==> src/rtl/mips_fetch_pkg.sv <==
// mips_fetch_pkg
// Shared types and constants for the instruction-fetch front end.
//   fetch_state_t : FETCH (normal) / DRAIN (discarding responses to pre-redirect requests)
//   INSTR_W, ADDR_W : instruction and address widths
//   PC_STEP : byte distance between sequential fetches
//   DEFAULT_RESET_PC : default fetch address after reset
//   pc_next() : sequential successor of a fetch address (wraps modulo 2^32)
package mips_fetch_pkg;

  typedef enum logic [0:0] {
    FETCH = 1'b0,
    DRAIN = 1'b1
  } fetch_state_t;

  localparam int unsigned INSTR_W = 32;
  localparam int unsigned ADDR_W  = 32;

  localparam logic [ADDR_W-1:0] PC_STEP          = 32'd4;
  localparam logic [ADDR_W-1:0] DEFAULT_RESET_PC = 32'h0000_0000;

  function automatic logic [ADDR_W-1:0] pc_next(input logic [ADDR_W-1:0] pc);
    return pc + PC_STEP;
  endfunction

endpackage

==> src/rtl/fetch_fifo.sv <==
// fetch_fifo
// Small synchronous FIFO with registered storage and a head-of-queue read port.
// DEPTH need not be a power of two (pointers wrap explicitly).
// Ports:
//   clk, rst            clock, synchronous active-high reset
//   clear               drop all entries (has priority over push/pop)
//   push, push_data     write an entry; accepted when not full, or when popping in the same cycle
//   pop                 remove the head entry; ignored when empty
//   head_data           current head entry (valid when !empty)
//   full, empty, count  occupancy status
module fetch_fifo #(
  parameter int unsigned WIDTH = 32,
  parameter int unsigned DEPTH = 4,
  localparam int unsigned CNT_W = $clog2(DEPTH + 1)
) (
  input  logic             clk,
  input  logic             rst,
  input  logic             clear,
  input  logic             push,
  input  logic [WIDTH-1:0] push_data,
  input  logic             pop,
  output logic [WIDTH-1:0] head_data,
  output logic             full,
  output logic             empty,
  output logic [CNT_W-1:0] count
);

  localparam int unsigned PTR_W = (DEPTH > 1) ? $clog2(DEPTH) : 1;

  logic [WIDTH-1:0] mem_q [DEPTH];
  logic [PTR_W-1:0] wr_ptr_q, wr_ptr_d;
  logic [PTR_W-1:0] rd_ptr_q, rd_ptr_d;
  logic [CNT_W-1:0] count_q, count_d;
  logic             do_push_s;
  logic             do_pop_s;

  function automatic logic [PTR_W-1:0] ptr_inc(input logic [PTR_W-1:0] p);
    if (p == PTR_W'(DEPTH - 1)) begin
      return '0;
    end else begin
      return p + PTR_W'(1);
    end
  endfunction

  assign empty     = (count_q == '0);
  assign full      = (count_q == CNT_W'(DEPTH));
  assign count     = count_q;
  assign head_data = mem_q[rd_ptr_q];

  // Next pointers and occupancy; clear wins over any push/pop
  always_comb begin
    do_pop_s  = pop && !empty;
    do_push_s = push && (!full || do_pop_s) && !clear;
    wr_ptr_d  = wr_ptr_q;
    rd_ptr_d  = rd_ptr_q;
    count_d   = count_q;
    if (clear) begin
      wr_ptr_d = '0;
      rd_ptr_d = '0;
      count_d  = '0;
    end else begin
      if (do_push_s) begin
        wr_ptr_d = ptr_inc(wr_ptr_q);
      end else begin
        wr_ptr_d = wr_ptr_q;
      end
      if (do_pop_s) begin
        rd_ptr_d = ptr_inc(rd_ptr_q);
      end else begin
        rd_ptr_d = rd_ptr_q;
      end
      case ({do_push_s, do_pop_s})
        2'b10:   count_d = count_q + CNT_W'(1);
        2'b01:   count_d = count_q - CNT_W'(1);
        default: count_d = count_q;
      endcase
    end
  end

  // Pointer and occupancy registers
  always_ff @(posedge clk) begin
    if (rst) begin
      wr_ptr_q <= '0;
      rd_ptr_q <= '0;
      count_q  <= '0;
    end else begin
      wr_ptr_q <= wr_ptr_d;
      rd_ptr_q <= rd_ptr_d;
      count_q  <= count_d;
    end
  end

  // Payload storage; needs no reset because count gates visibility
  always_ff @(posedge clk) begin
    if (do_push_s) begin
      mem_q[wr_ptr_q] <= push_data;
    end
  end

endmodule

==> src/rtl/fetch_queue_unit.sv <==
// fetch_queue_unit
// Instruction-fetch front end: issues sequential word fetches over a req/rsp handshake,
// buffers returned words in order and presents {instr, pc+4} to the IF/ID register.
// A redirect flushes the buffer and discards every response to a request issued before it.
// Configuration macro: FETCHQ_BYPASS_EN -- when defined, a response arriving to an empty
// queue (nothing to drop, no redirect) is presented on out_* in the same cycle.
// Ports:
//   clk, rst                         clock, synchronous active-high reset
//   redirect_valid, redirect_pc      restart fetch at redirect_pc
//   imem_req_valid/ready/addr        fetch request handshake
//   imem_rsp_valid/data              in-order responses, latency >= 1
//   out_valid/ready, out_instr, out_pc_incr   head entry toward IF/ID
//   busy                             requests outstanding or draining stale responses
module fetch_queue_unit
  import mips_fetch_pkg::*;
#(
  parameter int unsigned       DEPTH     = 4,
  parameter int unsigned       MAX_OUTST = 2,
  parameter logic [ADDR_W-1:0] RESET_PC  = DEFAULT_RESET_PC
) (
  input  logic               clk,
  input  logic               rst,
  input  logic               redirect_valid,
  input  logic [ADDR_W-1:0]  redirect_pc,
  output logic               imem_req_valid,
  input  logic               imem_req_ready,
  output logic [ADDR_W-1:0]  imem_req_addr,
  input  logic               imem_rsp_valid,
  input  logic [INSTR_W-1:0] imem_rsp_data,
  output logic               out_valid,
  input  logic               out_ready,
  output logic [INSTR_W-1:0] out_instr,
  output logic [ADDR_W-1:0]  out_pc_incr,
  output logic               busy
);

  localparam int unsigned QW      = INSTR_W + ADDR_W;
  localparam int unsigned Q_CNT_W = $clog2(DEPTH + 1);
  localparam int unsigned O_CNT_W = $clog2(MAX_OUTST + 1);
  localparam int unsigned SUM_W   = ((Q_CNT_W > O_CNT_W) ? Q_CNT_W : O_CNT_W) + 1;

  fetch_state_t        state_q, state_d;
  logic [ADDR_W-1:0]   fetch_pc_q, fetch_pc_d;
  logic [O_CNT_W-1:0]  drop_cnt_q, drop_cnt_d;

  logic [QW-1:0]       q_head_s;
  logic                q_full_s, q_empty_s;
  logic [Q_CNT_W-1:0]  q_count_s;
  logic                q_push_s, q_pop_s;
  logic [ADDR_W-1:0]   af_head_s;
  logic                af_full_s, af_empty_s;
  logic [O_CNT_W-1:0]  outstanding_s;

  logic                rsp_fire_s;
  logic                rsp_keep_s;
  logic                req_fire_s;
  logic                bypass_s;
  logic [O_CNT_W-1:0]  outst_net_s;
  logic [SUM_W-1:0]    credit_sum_s;

  // Request credit, response acceptance and queue control
  always_comb begin
    // A response with nothing outstanding is a leftover from before reset: ignore it.
    rsp_fire_s   = imem_rsp_valid && !af_empty_s;
    outst_net_s  = outstanding_s - O_CNT_W'(rsp_fire_s);
    // Every outstanding request may return a word, so reserve a queue slot for each.
    credit_sum_s = SUM_W'(q_count_s) + SUM_W'(outstanding_s);
    imem_req_valid = !rst && !redirect_valid && !af_full_s && !q_full_s &&
                     (credit_sum_s < SUM_W'(DEPTH));
    req_fire_s   = imem_req_valid && imem_req_ready;
    rsp_keep_s   = rsp_fire_s && (drop_cnt_q == '0) && !redirect_valid;
`ifdef FETCHQ_BYPASS_EN
    bypass_s     = rsp_keep_s && q_empty_s;
`else
    bypass_s     = 1'b0;
`endif
    // A bypassed word taken by IF/ID this cycle must not also be queued.
    q_push_s     = rsp_keep_s && !(bypass_s && out_ready);
    q_pop_s      = out_ready && !q_empty_s;
  end

  // Output select: queue head, or the live response while bypassing
  always_comb begin
    if (bypass_s) begin
      out_valid   = 1'b1;
      out_instr   = imem_rsp_data;
      out_pc_incr = pc_next(af_head_s);
    end else begin
      out_valid   = !q_empty_s;
      out_instr   = q_head_s[QW-1 -: INSTR_W];
      out_pc_incr = q_head_s[ADDR_W-1:0];
    end
  end

  // Next fetch address, drop count and drain state
  always_comb begin
    if (redirect_valid) begin
      fetch_pc_d = redirect_pc;
    end else if (req_fire_s) begin
      fetch_pc_d = pc_next(fetch_pc_q);
    end else begin
      fetch_pc_d = fetch_pc_q;
    end

    // On redirect every request still in flight belongs to the abandoned path.
    if (redirect_valid) begin
      drop_cnt_d = outst_net_s;
    end else if (rsp_fire_s && (drop_cnt_q != '0)) begin
      drop_cnt_d = drop_cnt_q - O_CNT_W'(1);
    end else begin
      drop_cnt_d = drop_cnt_q;
    end

    case (state_q)
      FETCH: begin
        if (redirect_valid && (outst_net_s != '0)) begin
          state_d = DRAIN;
        end else begin
          state_d = FETCH;
        end
      end
      DRAIN: begin
        if (redirect_valid) begin
          state_d = (outst_net_s != '0) ? DRAIN : FETCH;
        end else if (drop_cnt_d == '0) begin
          state_d = FETCH;
        end else begin
          state_d = DRAIN;
        end
      end
      default: state_d = FETCH;
    endcase
  end

  // Control registers
  always_ff @(posedge clk) begin
    if (rst) begin
      state_q    <= FETCH;
      fetch_pc_q <= RESET_PC;
      drop_cnt_q <= '0;
    end else begin
      state_q    <= state_d;
      fetch_pc_q <= fetch_pc_d;
      drop_cnt_q <= drop_cnt_d;
    end
  end

  assign imem_req_addr = fetch_pc_q;
  assign busy          = (outstanding_s != '0) || (state_q == DRAIN);

  // Instruction queue: {instr, fetch address + 4}
  fetch_fifo #(
    .WIDTH (QW),
    .DEPTH (DEPTH)
  ) u_instr_q (
    .clk       (clk),
    .rst       (rst),
    .clear     (redirect_valid),
    .push      (q_push_s),
    .push_data ({imem_rsp_data, pc_next(af_head_s)}),
    .pop       (q_pop_s),
    .head_data (q_head_s),
    .full      (q_full_s),
    .empty     (q_empty_s),
    .count     (q_count_s)
  );

  // In-flight address FIFO: its occupancy is the outstanding-request count
  fetch_fifo #(
    .WIDTH (ADDR_W),
    .DEPTH (MAX_OUTST)
  ) u_addr_q (
    .clk       (clk),
    .rst       (rst),
    .clear     (1'b0),
    .push      (req_fire_s),
    .push_data (fetch_pc_q),
    .pop       (rsp_fire_s),
    .head_data (af_head_s),
    .full      (af_full_s),
    .empty     (af_empty_s),
    .count     (outstanding_s)
  );

endmodule

==> config.mk <==
export PLATFORM = sky130hd
export DESIGN_NAME = fetch_queue_unit
export DESIGN_NICKNAME = d
export VERILOG_FILES = /design/src/rtl/mips_fetch_pkg.sv /design/src/rtl/fetch_fifo.sv /design/src/rtl/fetch_queue_unit.sv
export SDC_FILE = /design/constraint.sdc
export NUM_CORES = 1
export LEC_CHECK = 0
export BUFFER_PORTS_ARGS = -buffer_cell sky130_fd_sc_hd__clkbuf_2
export CORE_MARGIN = 2
export CORE_UTILIZATION = 58
export DETAILED_ROUTE_END_ITERATION = 12
export GPL_TIMING_DRIVEN = 0
export HOLD_SLACK_MARGIN = 0.15
export PLACE_DENSITY = 0.77
export SYNTH_ARGS = -nofsm -noshare
export SYNTH_HDL_FRONTEND = slang
export SYNTH_HIERARCHICAL = 1
export SYNTH_SLANG_ARGS = --single-unit
export TNS_END_PERCENT = 5
==> constraint.sdc <==
create_clock -name clk -period 5.32 [get_ports clk]
set_clock_uncertainty 0.15 [all_clocks]
set_input_delay 0.532 -clock clk [delete_from_list [all_inputs] [get_ports clk]]
set_output_delay 0.532 -clock clk [all_outputs]
set_load 0.005 [all_outputs]
Word level (Yosys, flattened, before mapping)
Memory sizes are Yosys's and may differ from the RTL's. A register that Yosys moved wholly into a read port is not among the register bits.
Index checks and enable logic that the tools add are counted.
{"block": "word_totals", "register_bits": 46, "ramBits": 320, "inputBits": 70, "out_inout_bits": 99, "word_cells": 93, "mem_count": 2}
{"memory": "u_instr_q.mem_q", "words": 4, "word_bits": 64, "read_ports": 1, "rd_ports_with_merged_regs": 1, "write_ports": 1, "line": "fetch_fifo.sv:30", "source": "logic [WIDTH-1:0] mem_q [DEPTH];"}
{"memory": "u_addr_q.mem_q", "words": 2, "word_bits": 32, "read_ports": 1, "rd_ports_with_merged_regs": 1, "write_ports": 1, "line": "fetch_fifo.sv:30"}
{"block": "classes", "n_addsub": 13, "order_cmp": 1, "eq_ne": 8, "n_mux": 23, "bitwise_logic": 1, "reduce_logical": 36}
{"operator": "32-bit by 3-bit adder with 32-bit output, second input constant", "count": 2}
{"operator": "32-bit 2-to-1 mux", "count": 2}
{"operator": "1-bit logical AND", "count": 16}
{"operator": "1-bit 2-to-1 mux", "count": 12}
{"operator": "2-bit 2-to-1 mux", "count": 6}
{"operator": "2-bit nonzero test", "count": 6}
{"operator": "2-bit == test, second input constant", "count": 5}
{"operator": "2-bit by 1-bit adder with 2-bit output, second input constant", "count": 3}
{"operator": "1-bit logical NOT", "count": 6}
{"operator": "2-bit logical NOT", "count": 3}
{"operator": "3-bit case mux with 2 select lines", "count": 1}
{"operator": "3-bit by 2-bit adder with 4-bit output", "count": 1}
{"operator": "2-bit by 1-bit == test with 1-bit output, second input constant", "count": 2}
{"operator": "4-bit by 3-bit < comparator with 1-bit output, second input constant", "count": 1}
{"operator": "2-bit case mux with 2 select lines", "count": 1}
{"operator": "2-bit by 1-bit subtractor with 2-bit output, second input constant", "count": 2}
{"operator": "3-bit by 1-bit adder with 3-bit output, second input constant", "count": 1}
{"operator": "3-bit == test, second input constant", "count": 1}
{"operator": "3-bit logical NOT", "count": 1}
{"operator": "1-bit logical OR", "count": 3}
{"operator": "3-bit by 1-bit subtractor with 3-bit output, second input constant", "count": 1}
{"operator": "1-bit adder, second input constant", "count": 2}
{"operator": "1-bit case mux with 2 select lines", "count": 1}
{"operator": "2-bit OR reduction", "count": 1}
{"operator": "2 further kinds", "count": 2}

Logic depth before layout (Yosys ltp)
Gate-level depths: netlist (run 1).
{"block": "depth", "ltp_word": 10, "ltp_mapped": 12, "depth_no_buf": 12}

Cells and area by module
The synthesis (run 1) kept the hierarchy.
{"module": "fetch_fifo at u_instr_q", "instances": 1, "cells_each": 390, "area_each_um2": 9711.8, "seq_area_each_um2": 7867.5}
{"module": "fetch_queue_unit", "instances": 1, "cells_each": 351, "area_each_um2": 2637.5, "seq_area_each_um2": 700.7}
{"module": "fetch_fifo at u_addr_q", "instances": 1, "cells_each": 129, "area_each_um2": 2547.4, "seq_area_each_um2": 2021.9}

Worst setup path after synthesis (run 1)
OpenSTA, ideal clock, no wires.
{"block": "synth_path", "path_type": "register -> register", "from": "reg u_instr_q.count_q[0] (netlist: u_instr_q/count[0])", "to": "mem u_addr_q.mem_q[0][0] (enable)", "setup_time_ns": 0.421, "arrival_ns": 3.159, "t_required_ns": 4.749, "setup_slack_ns": 1.590, "path_stages_with_launch": 10, "n_path_buf": 1, "synth_period_minus_slack_ns": 3.730, "path_cell_list": "dfxtp_1 -> inv_1 -> and3_1 -> nor4_1 -> nand4_1 -> inv_1 -> buf_2 -> inv_1 -> a211o_1 -> nor2_1"}
{"block": "synth_via", "elab_chain_cells": 8, "elab_cells_between_ends": 10, "cone_classes": "1 x add/sub; 1 x order compare; 1 x eq/ne; 2 x mux; 5 x reduce/logical"}
{"item": "start: declaration", "line": "fetch_fifo.sv:33", "source": "logic [CNT_W-1:0] count_q, count_d;"}
{"item": "start signal: assignment", "line": "fetch_fifo.sv:89", "source": "count_q <= count_d;"}
{"item": "3-bit == test", "line": "fetch_fifo.sv:46", "source": "assign full = (count_q == CNT_W'(DEPTH));"}
{"item": "net q_full_s", "line": "fetch_queue_unit.sv:47", "source": "logic q_full_s, q_empty_s;"}
{"item": "1-bit logical NOT", "line": "fetch_queue_unit.sv:68", "source": "imem_req_valid = !rst && !redirect_valid && !af_full_s && !q_full_s &&"}
{"item": "1-bit logical AND (2 in a row)", "line": "fetch_queue_unit.sv:68"}
{"item": "1-bit logical AND", "line": "fetch_queue_unit.sv:70", "source": "req_fire_s = imem_req_valid && imem_req_ready;"}
{"item": "net req_fire_s", "line": "fetch_queue_unit.sv:56", "source": "logic req_fire_s;"}
{"item": "1-bit logical AND", "line": "fetch_fifo.sv:53", "source": "do_push_s = push && (!full || do_pop_s) && !clear;"}
{"item": "1-bit 2-to-1 mux", "line": "fetch_fifo.sv:95", "source": "if (do_push_s) begin"}
{"item": "1-bit 2-to-1 mux (not written as such)", "line": "fetch_fifo.sv:96", "source": "mem_q[wr_ptr_q] <= push_data;"}
{"item": "end: declaration", "line": "fetch_fifo.sv:30"}
The timed path passes the listed nets, and every way through them passes these cells.

Worst setup path in the final report (run 1)
{"block": "layout_path", "from": "reg u_instr_q.count_q[0] (netlist: u_instr_q/count[0])", "to": "mem u_addr_q.mem_q[0][25] (enable)"}
Same word-level chain as after synthesis.

==> results of run 1 <==
==> power by group <==
part	switching, mW	total (mW)	internal (mW)
clock	1.03	2.54	1.51
combinational	0.0918	0.178	0.0865
sequential	0.0357	3.19	3.15
total	1.16	5.91	4.75
==> state kept, by name, summed over array words and instances, names as in the netlist, named ones only <==
signal / cells
u_instr_q/mem_q: 256
u_addr_q/mem_q: 64
imem_req_addr: 32
u_instr_q/count: 3
drop_cnt_q: 2
u_addr_q/count: 2
u_instr_q/rd_ptr_q: 2
u_instr_q/wr_ptr_q: 2
state_q: 1
u_addr_q/rd_ptr_q: 1
u_addr_q/wr_ptr_q: 1
==> kinds of logic (layout without fill, tap and decap cells) <==
family | after synthesis | after routing | share of synthesized area, %
compound gates | 78 | 78 | 3.553
simple gates | 208 | 208 | 7.584
buf+inv | 59 | 351 | 1.663
xor+xnor | 38 | 38 | 2.234
flops | 369 | 369 | 71.09
mux | 104 | 104 | 12.71
other cells | 1 | 2 | 0.02517
fa+ha+maj | 13 | 13 | 1.142
==> layout by cell type, fill, tap and decap left out, drive strengths merged, types with 11 or more instances in the layout <==
cell type    count
dfxtp           49
mux2            38
ha              12
inv             26
or3             12
clkinv          15
xnor2           27
mux4            64
clkbuf         230
xor2            11
nand2           47
o21ai           11
a31oi           12
a21oi           20
dlygate4sd3     54
buf             24
and3            15
nand3           29
nand4           19
edfxtp         320
nor2            39
==> stage by stage <==
stage | hold WS (ns) | setup slack [ns]
6_report | 0.1772 | 1.479
5_1_grt | 0.1786 | 1.232
4_1_cts | 0.1516 | 1.496
3_5_place_dp | 0.3411 | 1.504
3_3_place_gp | 0.3310 | 0.2475
2_1_floorplan | 0.3134 | 1.590
==> cell type report <==
type | instances | area (sq um) | area share, %
plain buffers | 36 | 161.4 | 0.8942
clock buffers | 46 | 1054 | 5.837
clock inverters | 20 | 168.9 | 0.9358
inverters | 23 | 86.33 | 0.4783
multi-input cells | 443 | 4093 | 22.67
flip-flops and latches | 369 | 10590 | 58.67
well taps | 330 | 412.9 | 2.288
repair buffers | 226 | 1484 | 8.221
==> worst max-delay path by stage <==
| stage | startpoint | endpoint | slack [ns] | depth (start not counted) |
|---|---|---|---|---|
| floorplan | u_instr_q/count[0] | u_addr_q/mem_q[0][0] | 1.59 | 9 |
| global placement | u_instr_q/count[0] | u_addr_q/mem_q[1][26] | 0.25 | 9 |
| detailed placement | u_instr_q/count[0] | u_addr_q/mem_q[0][25] | 1.50 | 9 |
| CTS | u_instr_q/count[0] | u_addr_q/mem_q[0][21] | 1.50 | 9 |
| global route | u_instr_q/count[0] | u_addr_q/mem_q[1][29] | 1.23 | 9 |
| finish | u_instr_q/count[0] | u_addr_q/mem_q[0][25] | 1.48 | 9 |
==> critical path: stages, from the launching register on <==
cell	delay, ns
dfxtp_1	0.43
inv_1	0.11
and3_1	0.17
nor4_1	0.56
nand4_1	0.45
inv_1	0.18
buf_2	0.26
inv_1	0.06
a211o_1	0.34
nor2_4	0.74
==> metal layers <==
metal | up-vias | share of wire (%)
li1 | 3988 | -
met1 | 4213 | 42
met2 | 361 | 48
met3 | 49 | 7.1
met4 | 0 | 2.2
met5 | - | 0
==> qor.yml, run 1 <==
status: "completed"
rows: 58
clk_path_buf_depth: 3
ys.flop_type: "edfxtp_1"
yosys-top-cells-count: "320 x edfxtp_1, 64 x mux4_2, 49 x dfxtp_1"
clk_pin_slew_ns: 0.06
design_area_sq_mm: 0.01805
worstHoldEndpoint: "imem_req_addr[10]"
die-area_sq_mm: 0.02698
viasPerCell: 5.768
power_density_mw_per_mm2: 327.4
yosysMostFrequentCell: "edfxtp_1"
post_cts_resized: 0
overflow: 0
worst_pin_slew_ns: 0.9315
gr-usage-all-layers_pct: 22.87
root_buffer: "clkbuf_16"
peakVddDrop_v: 0.0002307
grt_pass1_vias: 8481
placed_cell_area_sq_mm: 0.01629
yosysWarnings: 6
final_cells: 1493
area_delta_synth_final_pct: 21.17
synth_edf_count: 320
endpoint_kind: "flip-flop"
p_total_mw: 5.910
startpoint_type: "flip-flop"
drtIter0Drc: 637
r2r-start: "u_instr_q/count[0]"
core_area_sq_mm: 0.02518
path_class: "reg -> reg"
ys_ff_latch: 369
cp.required_ns: 5.30
num_antenna_cells: 0
synthArstFlopShare_pct: 0
fin_tns_setup_ns: 0
cp.arrival_ns: 3.83
syn_inst: 870
cts_sinks: 369
min_from: "redirect_pc[10]"
p_leak_nw: 6.149
fmax_ghz: 0.2603
tritoncts: "built"
ys_types: 64
grt_pass1_wl_mm: 46.89
io_pins: 169
grt.busiest_layer: "met2"
drt_pass1_iterations: 5
wl_per_cell_um: 20.15
max_cap_violations: 0
yosys-top-cells-area: "edfxtp_1 65%, mux4_2 9.7%, dfxtp_1 6.6%"
rrSetupSlack_ns: 1.48
grt_use_met1_pct: 32.09
initial_core_util_pct: 59.16
cp_max_fo: 32
wirelength_mm: 30.08
yosys.area.top_type_share_pct: 64.51
numCtsBuffers: 36
worst_r2r_path_depth: 9
port_buffers: 168
ant_nets: 0
synth_area_sq_mm: 0.01490
min_period_over_period_pct: 72.21
yosys.area.top_type: "edfxtp_1"
hold_class: "in -> reg"
finalSetupViolCount: 0
ys_seq_area_share_pct: 71.09
die_x_um: 164.3
drc_errors: 0
cts_max_level: 2
nNetsFinal: 1218
hpwl_mm: 19.20
rsz0062_at_grt: "false"
dr_total_vias: 8611
utilization_pct: 71.68
use_met2_pct: 37.35
hold_path_depth: 3
fill_cells: 1597
hold_buffers: 54
slew-limit-headroom_pct: 37.75
layout-drive-gt1-share_pct: 31.47
grt_max_degree: 61
gp_congestion: 0.9012
met3_usage_pct: 3.939
antenna_found_initial: 0
hold_viol: 0
syn_area_per_cell_sq_um: 17.12
clk_latency_ns: 0.51
drv_slew: 0
fp.dieH_um: 164.3
r2r-end: "u_addr_q/mem_q[0][25]"
fin_crit_ns: 3.841
numPlacedInstances: 1373
post_cts_buffers: 0
Power figures use the tool's default switching activity.
==> run 2: changes to the inputs <==
--- a/config.mk
+++ b/config.mk
@@ -5,13 +5,14 @@
 export SDC_FILE = /design/constraint.sdc
 export NUM_CORES = 1
 export LEC_CHECK = 0
+export ABC_AREA = 1
 export BUFFER_PORTS_ARGS = -buffer_cell sky130_fd_sc_hd__clkbuf_2
 export CORE_MARGIN = 2
-export CORE_UTILIZATION = 58
+export CORE_UTILIZATION = 53
 export DETAILED_ROUTE_END_ITERATION = 12
 export GPL_TIMING_DRIVEN = 0
 export HOLD_SLACK_MARGIN = 0.15
-export PLACE_DENSITY = 0.77
+export PLACE_DENSITY = 0.74
 export SYNTH_ARGS = -nofsm -noshare
 export SYNTH_HDL_FRONTEND = slang
 export SYNTH_HIERARCHICAL = 1
==> constraint.sdc (replaced) <==
create_clock -name clk -period 3.1 [get_ports clk]
set_clock_uncertainty 0.15 [all_clocks]
set_input_delay 0.31 -clock clk [delete_from_list [all_inputs] [get_ports clk]]
set_output_delay 0.31 -clock clk [all_outputs]
set_load 0.005 [all_outputs]
==> run 2 against run 1 <==
Effect of this change:
- hold slack improved by 0.023 ns
- synthesized cell count is 61% higher
- global-route usage grew 0.40 points
- cell count up 42%
- core utilization decreased by 5.3 points
- maximum frequency is 31% higher
- sequential share of layout area down 4.8 points
- worst setup slack got worse by 1.3 ns
- sequential power up 71%
- critical path depth stayed put
- flip-flop and latch count unchanged
- critical endpoint is now u_addr_q/mem_q[1][30]
==> qor.yml, run 2 <==
io_pins: 169
viasPerCell: 5.425
multi_input_area_sq_mm: 0.004679
nNetsFinal: 1794
grt_pass1_wl_mm: 56.81
hold_ws_ns: 0.2002
numCtsBuffers: 39
ys.flop_type: "edfxtp_1"
initial_core_util_pct: 53.82
die-area_sq_mm: 0.03150
hold_viol: 0
synth_area_sq_mm: 0.01595
yosysWarnings: 6
synth_edf_count: 320
critPathSlowestCell: "clkinvlp_4"
cp_top_family: "simple AND/OR/NAND/NOR gates"
fp.dieH_um: 177.5
min_period_over_period_pct: 94.69
rsz0062_at_grt: "true"
ys_ff_latch: 369
yosysMostFrequentCell: "edfxtp_1"
endpoint_kind: "flip-flop"
fmax_ghz: 0.3407
syn_inst: 1398
synthArstFlopShare_pct: 0
cp-startpoint: "u_addr_q/count[1]"
clk_path_buf_depth: 3
cp_cell_sequence: "ha_1 > nand3_1 > nand2_1 > nor3_4 > buf_6 > inv_1 > nor2_1 > nand3_1 > clkinvlp_4"
yosys-top-cells-count: "320 x edfxtp_1, 253 x nor2_1, 207 x nand2_1"
area_delta_synth_final_pct: 23.36
drt_pass1_iterations: 7
root_buffer: "clkbuf_16"
critPathCapture: "u_addr_q/mem_q[1][30]"
cp.depth: 9
overflow: 0
cp.required_ns: 3.10
status: "completed"
cp.arrival_ns: 2.94
tritoncts: "built"
gp_congestion: 0.9253
ys_seq_area_share_pct: 66.39
register_area_sq_mm: 0.01060
worst-path-buf-inv: 3
core_area_sq_mm: 0.02964
hold_class: "in -> reg"
rrSetupSlack_ns: 0.16
r2r-start: "u_addr_q/count[1]"
grt_max_degree: 33
dr_total_vias: 11530
hpwl_mm: 25.08
port_buffers: 168
drc_errors: 0
cp_max_fo: 32
yosys.area.top_type_share_pct: 60.24
path_class: "reg -> reg"
final_cell_mix: "320 x edfxtp_1, 247 x nor2_1, 206 x nand2_1"
largest-register: "u_instr_q/mem_q"
fill_cells: 2204
r2r-end: "u_addr_q/mem_q[1][30]"
clk_pin_slew_ns: 0.06
ant_nets: 0
startpoint_type: "flip-flop"
clk_latency_ns: 0.52
critPathMostFrequentCell: "nand3_1"
die_x_um: 177.5
p_leak_nw: 7.379
slew-limit-headroom_pct: 50.49
drv_slew: 0
power_density_mw_per_mm2: 523.4
rows: 63
layout-drive-gt1-share_pct: 19.14
yosys.area.top_type: "edfxtp_1"
largest_reg_flops: 256
slowest_delay_ns: 0.53
finalSetupViolCount: 0
grt_pass1_vias: 11260
layout_commonest_cell: "edfxtp_1"
antenna_found_initial: 0
fin_crit_ns: 2.936
worst_r2r_path_depth: 9
max_cap_violations: 0
num_antenna_cells: 0
wirelength_mm: 37.42
syn_area_per_cell_sq_um: 11.41
yosys-top-cells-area: "edfxtp_1 60%, dfxtp_1 6.1%, nor2_1 6.0%"
peakVddDrop_v: 0.0003896
cts_max_level: 2
drtIter0Drc: 906
wl_per_cell_um: 17.61
worst_pin_slew_ns: 0.7419
ys_types: 44
fin_tns_setup_ns: 0
cts_sinks: 369
gr-usage-all-layers_pct: 23.27
-- run 2: tightest hold or removal path, delay by kind of cell --
| kind | cells | cell delay (ns) |
|---|---|---|
| buffers and inverters | 3 | 0.23 |
| and+or+nand+nor | 4 | 0.30 |
-- run 2: per-stage QoR --
step | instance area (sq um) | setup WS [ns] | power [mW] | cells | utilization [%]
2_1_floorplan | 15970 | -0.4028 | 5.711 | 1400 | -
3_5_place_dp | 17500 | -0.4020 | 5.867 | 1966 | 59.05
5_1_grt | 19680 | -0.07172 | 10.58 | 2125 | 66.39
3_3_place_gp | 17300 | -2.006 | 5.857 | 1958 | 58.37
6_report | 19680 | 0.1645 | 10.30 | 2125 | 66.39
4_1_cts | 19610 | 0.01837 | 10.37 | 2118 | 66.16
-- run 2: area by class of cell --
cell class | count | share of cell area, %
clock buffer | 49 | 5.309
buffer | 57 | 2.175
inverter | 89 | 1.730
tap | 390 | 2.480
multi-input combinational | 888 | 23.78
clock inverter | 16 | 0.9729
timing repair buffer | 267 | 9.703
sequential | 369 | 53.85
-- run 2: power by group --
part	internal, mW	switching (mW)	total [mW]
Sequential	5.41	0.0612	5.47
Combinational	0.188	0.191	0.379
Clock	2.64	1.80	4.45
Total	8.25	2.05	10.3
-- run 2: worst min path at each step --
stage | start | to | slack [ns] | cells after the start
after floorplan | rst | u_addr_q/count[0] | 0.24 | 1
after global routing | imem_req_ready | imem_req_addr[26] | 0.28 | 6
after global placement | u_addr_q/rd_ptr_q | u_addr_q/rd_ptr_q | 0.33 | 2
final | imem_req_ready | imem_req_addr[8] | 0.20 | 7
after detailed placement | u_addr_q/rd_ptr_q | u_addr_q/rd_ptr_q | 0.35 | 2
after CTS | imem_req_ready | imem_req_addr[8] | 0.18 | 7
-- run 2: cells by family (layout without fill, tap and decap cells) --
| group | Yosys count | in the layout | share of synthesized area, % |
|---|---|---|---|
| buffers and inverters | 146 | 478 | 4.769 |
| AOI/OAI and AO/OA | 249 | 249 | 8.487 |
| muxes | 32 | 32 | 2.965 |
| other | 1 | 3 | 0.02351 |
| and+or+nand+nor | 548 | 551 | 14.10 |
| xor gates and xnor gates | 40 | 40 | 2.196 |
| adders and majority gates | 13 | 13 | 1.067 |
| DFF | 369 | 369 | 66.39 |
-- run 2: repair_timing --
item                                    in CTS  in global routing
resized for setup                            4                  6
endpoints found under the setup margin     136                179
gates cloned                                 2                  1
hold buffers                                84                  0
hold endpoints to repair                   175                  0
setup buffers                                1                  6
pin swaps                                    3                  5
-- run 2: metal layers --
| layer | GRT usage (%) | wire length, um |
|---|---|---|
| met1 | 29.56 | 15260 |
| met2 | 40.20 | 18390 |
| met3 | 3.770 | 2574 |
| met4 | 8.709 | 1195 |
| met5 | 0 | 0 |
==> run 3: changes to the inputs <==
--- a/config.mk
+++ b/config.mk
@@ -6,13 +6,13 @@
 export NUM_CORES = 1
 export LEC_CHECK = 0
 export ABC_AREA = 1
-export BUFFER_PORTS_ARGS = -buffer_cell sky130_fd_sc_hd__clkbuf_2
-export CORE_MARGIN = 2
-export CORE_UTILIZATION = 53
+export CORE_MARGIN = 5
+export CORE_UTILIZATION = 57
 export DETAILED_ROUTE_END_ITERATION = 12
+export DONT_BUFFER_PORTS = 1
 export GPL_TIMING_DRIVEN = 0
 export HOLD_SLACK_MARGIN = 0.15
-export PLACE_DENSITY = 0.74
+export PLACE_DENSITY = 0.73
 export SYNTH_ARGS = -nofsm -noshare
 export SYNTH_HDL_FRONTEND = slang
 export SYNTH_HIERARCHICAL = 1
==> run 3 against run 2 <==
Effect of this change:
- sequential share of layout area increased by 2.7 points
- power down 2.4%
- combinational power down 19%
- core utilization grew 1.3 points
- critical endpoint is now u_addr_q/mem_q[0][29]
- highest routed layer unchanged
==> qor.yml, run 3 (same netlist as run 2, synthesis figures left out) <==
switching_share_pct: 19.79
tritoncts: "built"
io_pins: 169
path_class: "reg -> reg"
clk_path_buf_depth: 3
overflow: 0
wirelength_mm: 37.56
final_cells: 1941
status: "completed"
viasPerCell: 5.589
seqPwrFrac_pct: 54.5
utilization_pct: 67.66
ant_nets: 0
cp.arrival_ns: 2.97
nNetsFinal: 1619
area_delta_synth_final_pct: 17.52
root_buffer: "clkbuf_16"
cp_cell_sequence: "ha_1 > nand3_1 > nand2_2 > nor3_4 > buf_6 > inv_1 > nor2_4 > nand2_2 > nor2_4"
hpwl_mm: 24.65
net-switching-power_mw: 1.989
p_clk_share_pct: 42.4
final_cell_mix: "320 x edfxtp_1, 246 x nor2_1, 204 x nand2_1"
numPlacedInstances: 1786
cts_sinks: 369
clk_pin_slew_ns: 0.06
drc_errors: 0
drtIter0Drc: 762
slew-limit-headroom_pct: 39.86
slowest_delay_ns: 0.69
gr-usage-all-layers_pct: 23.54
finalSetupViolCount: 0
dr_total_vias: 10850
combPwrFrac_pct: 3.0
hold_ws_ns: 0.1358
grt_pass1_wl_mm: 57.82
fin_crit_ns: 2.985
port_buffers: 0
endpoint_kind: "flip-flop"
largest_reg_flops: 256
worst_pin_slew_ns: 0.9000
max_cap_violations: 0
p_leak_nw: 6.627
die_x_um: 177.3
startpoint_type: "flip-flop"
min_period_over_period_pct: 96.28
grt_max_degree: 33
antenna_found_initial: 0
num_antenna_cells: 0
peakVddDrop_v: 0.0003228
cts_max_level: 2
drt_pass1_iterations: 5
fin_tns_setup_ns: 0
fp.dieH_um: 177.3
clk_latency_ns: 0.50
rsz0062_at_grt: "true"
grt_pass1_vias: 10810
drv_slew: 0
largest-register: "u_instr_q/mem_q"
core_area_sq_mm: 0.02771
power_density_mw_per_mm2: 536.1
rows: 61
p_total_mw: 10.05
numCtsBuffers: 36
layout-drive-gt1-share_pct: 10.30
hold_viol: 0
fmax_ghz: 0.3350
layout_commonest_cell: "edfxtp_1"
die-area_sq_mm: 0.03143
gp_congestion: 0.9026
cp_max_fo: 32
cp.required_ns: 3.08
critPathSlowestCell: "nor2_4"
wl_per_cell_um: 19.35
initial_core_util_pct: 57.58
hold_class: "in -> reg"
p_int_mw: 8.061
run 3: cell count changes in the layout (fill, tap and decap cells not counted), moves of 2 or more:
cell and change:
clkbuf_1 +2, clkbuf_16 -4, clkinv_8 -2, nand2_1 -2, clkbuf_2 -168, clkinv_2 +3
buf_4 -4, nand2_2 +2, dlygate4sd3_1 -3, clkinv_1 +2
run 3: layout make-up:
type / instances / area, sq um
sequential: 369 / 10600
fill: 1986 / 8960
timing repair inverter: 1 / 7.507
timing repair buffer: 95 / 1069
inverter: 89 / 340.3
clock inverter: 18 / 198.9
clock buffer: 47 / 952.2
tap: 378 / 473.0
multi-input combinational: 887 / 4681
buffer: 57 / 427.9
run 3: per-stage QoR:
stage                     worst slack, ns  instance area, sq um
after floorplan                   -0.4028                 15970
after global placement             -1.921                 16440
after detailed placement          -0.3905                 16650
after CTS                         0.04147                 18670
after global routing             -0.06130                 18750
final                              0.1153                 18750
run 3: worst max-delay path: cells and delay by family, from the launching register on:
family | cells | cell delay (ns)
and+or+nand+nor | 6 | 1.49
adders and majority gates | 1 | 0.27
DFF | 1 | 0.37
buffers and inverters | 2 | 0.31
run 3: per-layer routing:
layer	global-route usage (%)	wire length (um)
met2	40.72	18550
met1	29.88	14920
met3	5.127	2917
met4	7.316	1168
met5	0	0
run 3: path summary, 6_finish.rpt:
path | startpoint | end | slack (ns) | cells past startpoint
setup / recovery | u_addr_q/count[1] | u_addr_q/mem_q[0][29] | 0.12 | 9
hold / removal | rst | u_addr_q/count[0] | 0.14 | 2
setup reg to reg | u_addr_q/count[1] | u_addr_q/mem_q[0][29] | 0.12 | 9
hold reg to reg | u_addr_q/rd_ptr_q | flip-flop | 0.36 | 2
run 3: timing repair:
action	4_1_cts	5_1_grt
buffers inserted	1	4
setup endpoints to repair	128	123
gates resized for setup	7	8
pin swaps	2	2
endpoints found under the hold margin	177	0
gates cloned	3	0
hold buffers	82	0
run 3: power by group through the flow:
stage | Combinational [mW] | Sequential [mW] | Clock [mW]
floorplan | 0.153 | 5.56 | 0
global placement | 0.193 | 5.58 | 0
detailed placement | 0.197 | 5.59 | 0
CTS | 0.298 | 5.48 | 4.32
global route | 0.339 | 5.49 | 4.53
finish | 0.306 | 5.48 | 4.26
